## src/rtl/cfglut5_reconfig_ctrl.sv

```systemverilog
// CFGLUT5 chain reconfiguration sequencer: shifts a new chain image in
// MSB-first under CE gating and captures the displaced image from the tail.
module cfglut5_reconfig_ctrl #(
  parameter int NUM_LUTS = 1
) (
  input  logic                   CLK,
  input  logic                   RSTN,
  input  logic                   REQ_VALID,
  output logic                   REQ_READY,
  input  logic [32*NUM_LUTS-1:0] REQ_DATA,
  input  logic                   PAUSE,
  output logic                   LUT_CE,
  output logic                   LUT_CDI,
  input  logic                   LUT_CDO,
  output logic                   BUSY,
  output logic                   DONE,
  output logic [32*NUM_LUTS-1:0] RDBK_DATA
);

  localparam int L  = 32 * NUM_LUTS;
  localparam int CW = (L > 1) ? $clog2(L) : 1;
  localparam logic [CW-1:0] CNT_LAST = CW'(L - 1);

  typedef enum logic [2:0] {
    S_IDLE   = 3'b001,
    S_SHIFT  = 3'b010,
    S_FINISH = 3'b100
  } state_e;

  state_e        state_q, state_d;
  logic [L-1:0]  shreg_q, shreg_d;
  logic [L-1:0]  cap_q, cap_d;
  logic [L-1:0]  rdbk_q, rdbk_d;
  logic [CW-1:0] cnt_q, cnt_d;

  logic accept;
  logic advance;
  logic last;

  assign accept  = (state_q == S_IDLE) && REQ_VALID;
  assign advance = (state_q == S_SHIFT) && !PAUSE;
  assign last    = advance && (cnt_q == CNT_LAST);

  always_ff @(posedge CLK or negedge RSTN) begin
    if (!RSTN) begin
      state_q <= S_IDLE;
    end else begin
      state_q <= state_d;
    end
  end

  always_comb begin
    state_d = state_q;
    unique case (state_q)
      S_IDLE: begin
        if (REQ_VALID) state_d = S_SHIFT;
      end
      S_SHIFT: begin
        if (last) state_d = S_FINISH;
      end
      S_FINISH: begin
        state_d = S_IDLE;
      end
      default: begin
        state_d = S_IDLE;
      end
    endcase
  end

  // Readback is committed on the final shift so it is valid with DONE.
  always_comb begin
    shreg_d = shreg_q;
    cap_d   = cap_q;
    cnt_d   = cnt_q;
    rdbk_d  = rdbk_q;
    if (accept) begin
      shreg_d = REQ_DATA;
      cnt_d   = '0;
    end
    if (advance) begin
      shreg_d = {shreg_q[L-2:0], 1'b0};
      cap_d   = {cap_q[L-2:0], LUT_CDO};
      cnt_d   = last ? '0 : cnt_q + 1'b1;
    end
    if (last) begin
      rdbk_d = cap_d;
    end
  end

  always_ff @(posedge CLK or negedge RSTN) begin
    if (!RSTN) begin
      shreg_q <= '0;
      cap_q   <= '0;
      rdbk_q  <= '0;
      cnt_q   <= '0;
    end else begin
      shreg_q <= shreg_d;
      cap_q   <= cap_d;
      rdbk_q  <= rdbk_d;
      cnt_q   <= cnt_d;
    end
  end

  always_comb begin
    REQ_READY = 1'b0;
    LUT_CE    = 1'b0;
    LUT_CDI   = 1'b0;
    BUSY      = 1'b0;
    DONE      = 1'b0;
    unique case (state_q)
      S_IDLE: begin
        REQ_READY = 1'b1;
      end
      S_SHIFT: begin
        BUSY    = 1'b1;
        LUT_CE  = !PAUSE;
        LUT_CDI = shreg_q[L-1];
      end
      S_FINISH: begin
        DONE = 1'b1;
      end
      default: begin
        REQ_READY = 1'b0;
      end
    endcase
  end

  assign RDBK_DATA = rdbk_q;

endmodule

```

## config.mk

```make
export PLATFORM = sky130hd
export DESIGN_NAME = cfglut5_reconfig_ctrl
export DESIGN_NICKNAME = d
export VERILOG_FILES = /design/src/rtl/cfglut5_reconfig_ctrl.sv
export SDC_FILE = /design/constraint.sdc
export NUM_CORES = 1
export LEC_CHECK = 0
export BUFFER_PORTS_ARGS = -buffer_cell sky130_fd_sc_hd__buf_2
export CAP_MARGIN = 10
export CORE_AREA = 2 2 91 93
export DETAILED_ROUTE_END_ITERATION = 7
export DIE_AREA = 0 0 93 95
export PLACE_DENSITY = 0.84
export SLEW_MARGIN = 40
export SYNTH_ARGS = -nofsm -noshare
export SYNTH_HDL_FRONTEND = slang
export SYNTH_SLANG_ARGS = --single-unit
```

## constraint.sdc

```tcl
create_clock -name CLK -period 5.1 [get_ports CLK]
set_input_delay 0 -clock CLK [delete_from_list [all_inputs] [get_ports CLK]]
set_output_delay 0 -clock CLK [all_outputs]
set_load 0.02 [all_outputs]
```

==> flow_summary.yaml <==
setup_path:
  worstSetupPathType: "flip-flop to output pin"
  arrival_ns: 2.76
  critPathMaxStageDelay_ns: 0.88
  critPathRequiredTime_ns: 5.10
  start_kind: "flip-flop"
  worstSetupStartpoint: "state_q[2]"
  cp_max_fo: 73
  cp-end-kind: "output pin"
  path_cells: "or4b_4 > inv_2 > buf_4 > buf_2"
  cpMaxStageDelayCell: "or4b_4"
  r2r_start: "state_q[2]"
yosys:
  synth.distinct_cells: 31
  syn_area_um2: 4170
  synth_nets: 419
  yosysTopAreaCell: "dfrtp_1"
  ys_seq_area_frac: 0.619
  ys_seq_elements: 103
  synth_area_leaders: "dfrtp_1, nand2_1, mux2_2"
  yosys.area.top_type_share: 0.612
  syn_inst: 380
  synth_area_per_cell_um2: 11.0
  yosys_warnings: 0
grt:
  grtUsageMet2: 0.333
  gr-usage-met1: 0.266
  grt_max_degree: 74
  grt-ovfl-total: 0
  antenna_found_initial: 1
  use_met3: 0.0375
  grt_first_pass_wirelength_um: 13900
  busiest_layer: "met2"
  track_usage: 0.203
  first_global_vias: 2940
floorplan:
  die_h_um: 95
  die_area_um2: 8840
  num_rows: 33
  coreArea_um2: 7930
  fp.dieW_um: 93
  start_util: 0.526
  io_pins: 74
worst_hold_path:
  hold_path.class: "input port to asynchronous set/reset pin"
timing:
  worst_slew_pin_slew_ns: 0.721
  period_minus_slack_ns: 2.76
  fin_crit_sh: 0.541
  final-setup-viol-count: 0
  final_hold_viol_count: 0
  clock.fmax_ghz: 0.363
  max-slew-margin-rel: 0.519
  setup-tns-final_ns: 0
  rsz0062_at_grt: "false"
  final_max_slew_viol_count: 0
  fin_worst_skew_ns: 0.0125
drt:
  wl_per_cell_um: 14.7
  drc: 0
  ant_nets: 0
  totalWireLength_um: 8630
  num_vias: 3109
  via_per_inst: 5.31
  drtIter0Drc: 252
  dr.pass1.iters: 5
run:
  cap_violations: 0
clocking:
  numCtsBuffers: 9
  cts.path.max_buffers: 2
  clk_pin_slew_ns: 0.10
  cts_tree: "yes"
  clockRootBuffer: "clkbuf_8"
  clk_latency_ns: 0.36
  cts_num_sinks: 103
  htreeDepth: 3
  cts_resized: 0
power:
  vdd_drop_max_mv: 0.258
  powerDensity_nw_per_um2: 390
  power_mw: 1.99
  p_leak_nw: 2.83
finish:
  area_delta_synth_final_pct: 22.4
  drive_above_1_share: 0.252
  layout.nets: 514
placement:
  place.gp.congestion: 0.718
  dpl.hpwl_um: 4870
  port_buffers: 73
run_status:
  outcome: "finished, final reports clean"
[path summary, 6_finish.rpt]
path                                  to  slack [ns]  depth (start not counted)
min                        RDBK_DATA[18]        0.15                          2
max reg2reg                  shreg_q[31]        2.59                          5
min in group CLK              state_q[0]        0.31                          4
max                               LUT_CE        2.34                          4
max in group asynchronous     state_q[0]        4.03                          3
min reg2reg                     cap_q[8]        0.49                          2
[cell type report]
class                           instances  area [um2]
Tap cell                              105         131
Multi-Input combinational cell        249        1460
Inverter                                2        7.51
Sequential cell                       103        2580
Clock buffer                            9         124
Fill cell                             641        2830
Clock inverter                          7        62.6
Antenna cell                            1        2.50
Timing Repair Buffer                  110         734
[state kept, by name, indices dropped and copies added, names as in the netlist]
register,cells
RDBK_DATA,32
cnt_q,5
shreg_q,32
cap_q,31
state_q,3
[kinds of logic (layout without fill, tap and decap cells)]
kind of cell	Yosys count	count (layout)	synth area share
AND/OR/NAND/NOR	180	180	0.190
buffers and inverters	28	128	0.0348
other	0	1	0
AO/OA/AOI/OAI	35	35	0.0642
flip-flops	103	103	0.619
multiplexers	32	32	0.0864
adder cells (fa/ha/maj)	2	2	0.00600
[timing repair]
action                                 CTS  global route
buffers inserted                         0             0
hold buffers                            34             0
endpoints found under the hold margin   75             0
[where the power goes]
| part | switching [mW] | leakage [nW] | internal [mW] | total, mW |
|---|---|---|---|---|
| sequential | 0.100 | 1.38 | 0.971 | 1.07 |
| combinational | 0.263 | 1.36 | 0.171 | 0.434 |
| clock | 0.296 | 0.0932 | 0.189 | 0.485 |
[stage by stage]
step / util / std cells / worst slack (ns) / instance area (um2) / hold slack (ns)
global route: 0.644 / 586 / 2.19 / 5100 / 0.177
detailed placement: 0.576 / 535 / 2.63 / 4570 / 0.00561
finish: 0.644 / 586 / 2.34 / 5100 / 0.147
CTS: 0.643 / 585 / 2.34 / 5100 / 0.142
global placement: 0.576 / 535 / 2.68 / 4570 / -0.00454
floorplan: - / 380 / 3.37 / 4170 / -0.296
[critical path, delay by kind of cell, from the launching register on]
family | cells | cell delay, ns
buffers and inverters | 3 | 1.04
and+or+nand+nor | 1 | 0.88
DFF | 1 | 0.47
[cells in the final DEF, fill, tap and decap left out, drive strengths merged, types with 2 or more instances in the layout]
cell type / netlist / layout
nor3b: 3 / 3
a22oi: 30 / 30
inv: 2 / 7
buf: 17 / 76
ha: 2 / 2
nor4b: 2 / 2
nand2: 129 / 129
clkbuf: 9 / 9
dlygate4sd3: 0 / 34
nand3: 37 / 37
dfrtp: 102 / 102
mux2: 32 / 32
[per-layer routing]
| layer | routed length, um | vias up |
|---|---|---|
| met5 | 0 | - |
| met4 | 167 | 0 |
| met3 | 452 | 17 |
| met2 | 4290 | 110 |
| met1 | 3710 | 1502 |
| li1 | - | 1480 |
[synth_stat cells]
cell type,n
nor3b_1,3
o31ai_1,1
mux2_1,10
buf_1,5
a311o_1,1
nor4b_1,2
mux2_2,22
nand4b_1,1
nand2_4,1
a22o_1,1
ha_1,2
or4bb_1,1
and2_1,1
or4b_4,1
dfrtp_1,102
dfstp_2,1
buf_6,4
nand3b_1,1
inv_1,1
nor2_1,1
inv_2,1
and3_1,1
a22oi_1,30
a21o_1,1
nand2_1,128
nand3_1,37
or4_1,1
buf_2,8
clkbuf_1,9
a31o_2,1
nor4bb_1,1
Power figures use the tool's default switching activity.
